**config.mk**
```make
export PLATFORM = sky130hd
export DESIGN_NAME = wl_dec_seq
export DESIGN_NICKNAME = d
export VERILOG_FILES = /design/src/rtl/wl_dec_seq.sv
export SDC_FILE = /design/constraint.sdc
export NUM_CORES = 1
export LEC_CHECK = 0
export CAP_MARGIN = 20
export CELL_PAD_IN_SITES_DETAIL_PLACEMENT = 1
export CELL_PAD_IN_SITES_GLOBAL_PLACEMENT = 1
export CORE_UTILIZATION = 35
export DETAILED_ROUTE_END_ITERATION = 6
export PLACE_DENSITY_LB_ADDON = 0.25
export SLEW_MARGIN = 20
export SYNTH_ARGS = -nofsm -noshare
export SYNTH_HDL_FRONTEND = slang
export SYNTH_SLANG_ARGS = --single-unit
```
**constraint.sdc**
```tcl
create_clock -name clk -period 1.6 [get_ports clk]
set_clock_uncertainty 0.15 [all_clocks]
set_input_delay 0.32 -clock clk [delete_from_list [all_inputs] [get_ports clk]]
set_output_delay 0.32 -clock clk [all_outputs]
set_load 0.05 [all_outputs]
```
**src/rtl/wl_dec_seq.sv**
```systemverilog
// Registered wordline sequencer: precharge, then a timed one-hot active-low wordline pulse, then recovery.
// All array-facing outputs are flops; req_ready is high only in IDLE, and req_valid while busy is ignored.
module wl_dec_seq #(
    parameter int ADDR_W    = 3,
    parameter int PRE_CYC   = 1,
    parameter int PULSE_CYC = 2
) (
    input  logic                   clk,
    input  logic                   rst_n,
    input  logic                   req_valid,
    output logic                   req_ready,
    input  logic [ADDR_W-1:0]      req_addr,
    input  logic                   req_we,
    output logic [(2**ADDR_W)-1:0] wl_n,
    output logic                   pre_n,
    output logic                   we_o,
    output logic                   busy,
    output logic                   done
);
    localparam int NWL = 2 ** ADDR_W;
    localparam logic [3:0] PRE_LD = (PRE_CYC > 0) ? 4'(PRE_CYC - 1) : 4'd0;
    localparam logic [3:0] PUL_LD = 4'(PULSE_CYC - 1);

    typedef enum logic [1:0] {
        S_IDLE = 2'd0,
        S_PRE  = 2'd1,
        S_WL   = 2'd2,
        S_REC  = 2'd3
    } state_t;

    state_t            r_state;
    state_t            w_state_nxt;
    logic [3:0]        r_cnt;
    logic [3:0]        w_cnt_nxt;
    logic [ADDR_W-1:0] r_addr;
    logic [ADDR_W-1:0] w_addr_nxt;
    logic              r_we;
    logic              w_we_nxt;
    logic              w_accept;
    logic [NWL-1:0]    w_onehot;
    logic [NWL-1:0]    r_wl_n;
    logic              r_pre_n;
    logic              r_we_o;
    logic              r_busy;
    logic              r_done;

    always_comb begin
        w_state_nxt = r_state;
        w_cnt_nxt   = r_cnt;
        w_accept    = 1'b0;
        case (r_state)
            S_IDLE: begin
                if (req_valid) begin
                    w_accept = 1'b1;
                    if (PRE_CYC > 0) begin
                        w_state_nxt = S_PRE;
                        w_cnt_nxt   = PRE_LD;
                    end else begin
                        w_state_nxt = S_WL;
                        w_cnt_nxt   = PUL_LD;
                    end
                end
            end
            S_PRE: begin
                if (r_cnt == 4'd0) begin
                    w_state_nxt = S_WL;
                    w_cnt_nxt   = PUL_LD;
                end else begin
                    w_cnt_nxt = r_cnt - 4'd1;
                end
            end
            S_WL: begin
                if (r_cnt == 4'd0) begin
                    w_state_nxt = S_REC;
                    w_cnt_nxt   = 4'd0;
                end else begin
                    w_cnt_nxt = r_cnt - 4'd1;
                end
            end
            S_REC: begin
                w_state_nxt = S_IDLE;
                w_cnt_nxt   = 4'd0;
            end
            default: begin
                w_state_nxt = S_IDLE;
                w_cnt_nxt   = 4'd0;
            end
        endcase
    end

    // Outputs are decoded from the next state so each phase's levels appear in the same cycle as the phase.
    always_comb begin
        w_addr_nxt = w_accept ? req_addr : r_addr;
        w_we_nxt   = w_accept ? req_we   : r_we;
        w_onehot   = '0;
        w_onehot[w_addr_nxt] = 1'b1;
    end

    always_ff @(posedge clk or negedge rst_n) begin
        if (!rst_n) begin
            r_state <= S_IDLE;
            r_cnt   <= 4'd0;
            r_addr  <= '0;
            r_we    <= 1'b0;
            r_wl_n  <= '1;
            r_pre_n <= 1'b1;
            r_we_o  <= 1'b0;
            r_busy  <= 1'b0;
            r_done  <= 1'b0;
        end else begin
            r_state <= w_state_nxt;
            r_cnt   <= w_cnt_nxt;
            r_addr  <= w_addr_nxt;
            r_we    <= w_we_nxt;
            r_wl_n  <= (w_state_nxt == S_WL) ? ~w_onehot : '1;
            r_pre_n <= (w_state_nxt != S_PRE);
            r_we_o  <= (w_state_nxt != S_IDLE) ? w_we_nxt : 1'b0;
            r_busy  <= (w_state_nxt != S_IDLE);
            r_done  <= (w_state_nxt == S_REC);
        end
    end

    assign req_ready = (r_state == S_IDLE);
    assign wl_n      = r_wl_n;
    assign pre_n     = r_pre_n;
    assign we_o      = r_we_o;
    assign busy      = r_busy;
    assign done      = r_done;
endmodule

```
==> results.cfg <==
[worst_setup_path]
timing.rr.start = r_cnt[0]
reg2reg_to = wl_n[6]
cp.arrival_ps = 2030
path_cells = inv_2 > ha_4 > or3b_4 > a211o_1 > nand2_4 > buf_12 > nand3_1
r2r_slack_ps = -320
path_buf_inv = 2
cp_slowest_stage_delay_ps = 410
critical_path.slowest_cell = dfrtp_1
critPathCaptureType = flip-flop
critPathLaunchType = flip-flop
cp_top_family = simple AND/OR/NAND/NOR gates
path_max_fanout = 8
required_ps = 1710
cp.depth = 7
crit_type = reg -> reg
r2r_cells = 7

[synthesis]
syn_area_per_cell_sq_um = 10.95
yosysMostFrequentCell = dfrtp_1
synth_top_area_share_pct = 30.30
yosys.area.top_type = dfrtp_1
synthesis.nets = 112
yosys_warnings = 0
ys_seq_elements = 22
yosysUniqueCellTypes = 35
ys_seq_area_share_pct = 52.33
synth_ff_type = dfrtp_1
synthTopCellsByCount = dfrtp_1 (13), dfstp_2 (9), nand3_1 (9), nor2_1 (9), inv_1 (8)
async_reset_ff_share_pct = 100.0
synth.area.top_cells = dfrtp_1 (30%), dfstp_2 (22%), ha_1 (8.2%)
synthCells = 98
synth-edff-count = 0
netlist_area_sq_um = 1074

[sta]
finalHoldViolCount = 0
period_minus_slack_ps = 1920
tns_ps = -4655
period_share_pct = 120.0
max_freq_mhz = 520.8
whs_ps = 176.2
finalSetupViolations = 19
setup_ws_ps = -320.2
worst_pin_slew_ps = 618.1
maxSlewViolCount = 0
slew_headroom_pct = 58.71
grt_setup_unrepaired = yes

[cts]
insertion_delay_ps = 320
cts_buffers = 3
cts_sinks = 22
clock_tree.buffer_depth = 2
cts_tree = built
root_buffer = clkbuf_4
clkTransAtPathRegs_ps = 130
htree_num_levels = 1

[run_status]
violations = design-rule violations, negative setup slack
outcome = finished with violations

[detailed_routing]
dr.pass1.iters = 6
post_drt_via_cell_ratio = 5.382
ant_nets = 0
vias = 931
wl_per_cell_microns = 17.58
drc = 1
wl_microns = 3041
drt_iter0_drc = 22

[floorplan]
dieArea_sq_um = 3292
start_util_pct = 37.95
core_area_sq_um = 2829
io_pins = 20
rows = 19
die_x_microns = 57.38
die_height_microns = 57.38

[global_route]
track_usage_pct = 20.87
grt_max_degree = 23
grt-ovfl-total = 0
grt_pass1_vias = 991
antenna_found_initial = 0
grt_pass1_wl_microns = 4919

[layout]
n_antenna_cell = 0
drive_gt1_share_pct = 57.04
area_delta_synth_final_pct = 67.02
fill_cells = 288
fin_nets = 157

[place]
routabilityCongestion = 0.8077
portBuffers = 19
hpwl_microns = 2078

[min_path]
hp-class = in -> async

[flow_run]
maxCapViolations = 0
## layout make-up
| cell class | count | area [sq um] | area share, % |
|---|---|---|---|
| repair buffers | 41 | 509.2 | 28.40 |
| inverters | 9 | 36.28 | 2.024 |
| clock buffers | 4 | 36.28 | 2.024 |
| repair inverters | 1 | 7.507 | 0.4187 |
| multi-input cells | 65 | 601.8 | 33.57 |
| flip-flops and latches | 22 | 563.0 | 31.40 |
| well taps | 31 | 38.79 | 2.163 |
## how the worst max path moves through the flow
stage,startpoint,to,slack [ps]
global route,r_cnt[0],wl_n[6],-380
floorplan,r_cnt[0],busy,-160
finish,r_cnt[0],wl_n[6],-320
CTS,r_cnt[0],wl_n[3],-280
detailed placement,req_valid,r_cnt[3],-430
global placement,req_valid,r_cnt[0],-270
## placed cells by master, fill, tap and decap left out, types with 2 or more instances in the layout
| master | n |
|---|---|
| a21oi_1 | 3 |
| a31oi_1 | 5 |
| and4b_1 | 2 |
| buf_12 | 14 |
| buf_4 | 18 |
| buf_6 | 3 |
| clkbuf_4 | 3 |
| clkdlybuf4s50_1 | 6 |
| dfrtp_1 | 12 |
| dfstp_2 | 9 |
| ha_1 | 2 |
| ha_4 | 4 |
| inv_1 | 4 |
| inv_2 | 4 |
| mux2_2 | 3 |
| nand2_1 | 3 |
| nand3_1 | 4 |
| nand3_2 | 5 |
| nor2_1 | 9 |
| o21ai_2 | 2 |
| or3_4 | 2 |
| or3b_4 | 2 |
## cell families after synthesis
kind of cell,Yosys count,share of synthesized area [%]
simple gates,35,18.65
flops,22,52.33
compound gates,19,12.24
buf+inv,11,4.545
fa+ha+maj,7,8.158
mux,4,4.079
## stage by stage
stage          instance area (sq um)  utilization, %  worst slack, ps  instances
3_3_place_gp                    1595           56.39           -274.9        164
6_report                        1793           63.38           -320.2        173
5_1_grt                         1793           63.38           -379.6        173
4_1_cts                         1748           61.79           -284.5        171
2_1_floorplan                   1105               -           -159.7         98
3_5_place_dp                    1595           56.39           -434.6        164
## per-layer routing
metal	GRT usage [%]	routed length, microns	vias up
met4	11.50	99	0
li1	-	-	438
met2	34.05	1538	24
met3	5.442	104	6
met5	0	0	-
met1	25.04	1299	463
## registers in the layout, summed over array words and instances (netlist names)
register / count
pre_n: 1
r_state: 2
busy: 1
r_cnt: 4
r_addr: 3
done: 1
wl_n: 8
we_o: 1
r_we: 1
## what timing repair did
item                       4_1_cts  5_1_grt
setup endpoints to repair       21       22
cloned                           1        0
hold buffers                     0        0
buffers inserted                 2        2
pin swaps                        1        2
gates resized for setup         23        8
Power is not shown: default switching activity piles up to over one toggle a cycle in this logic, so the estimate is an artifact.
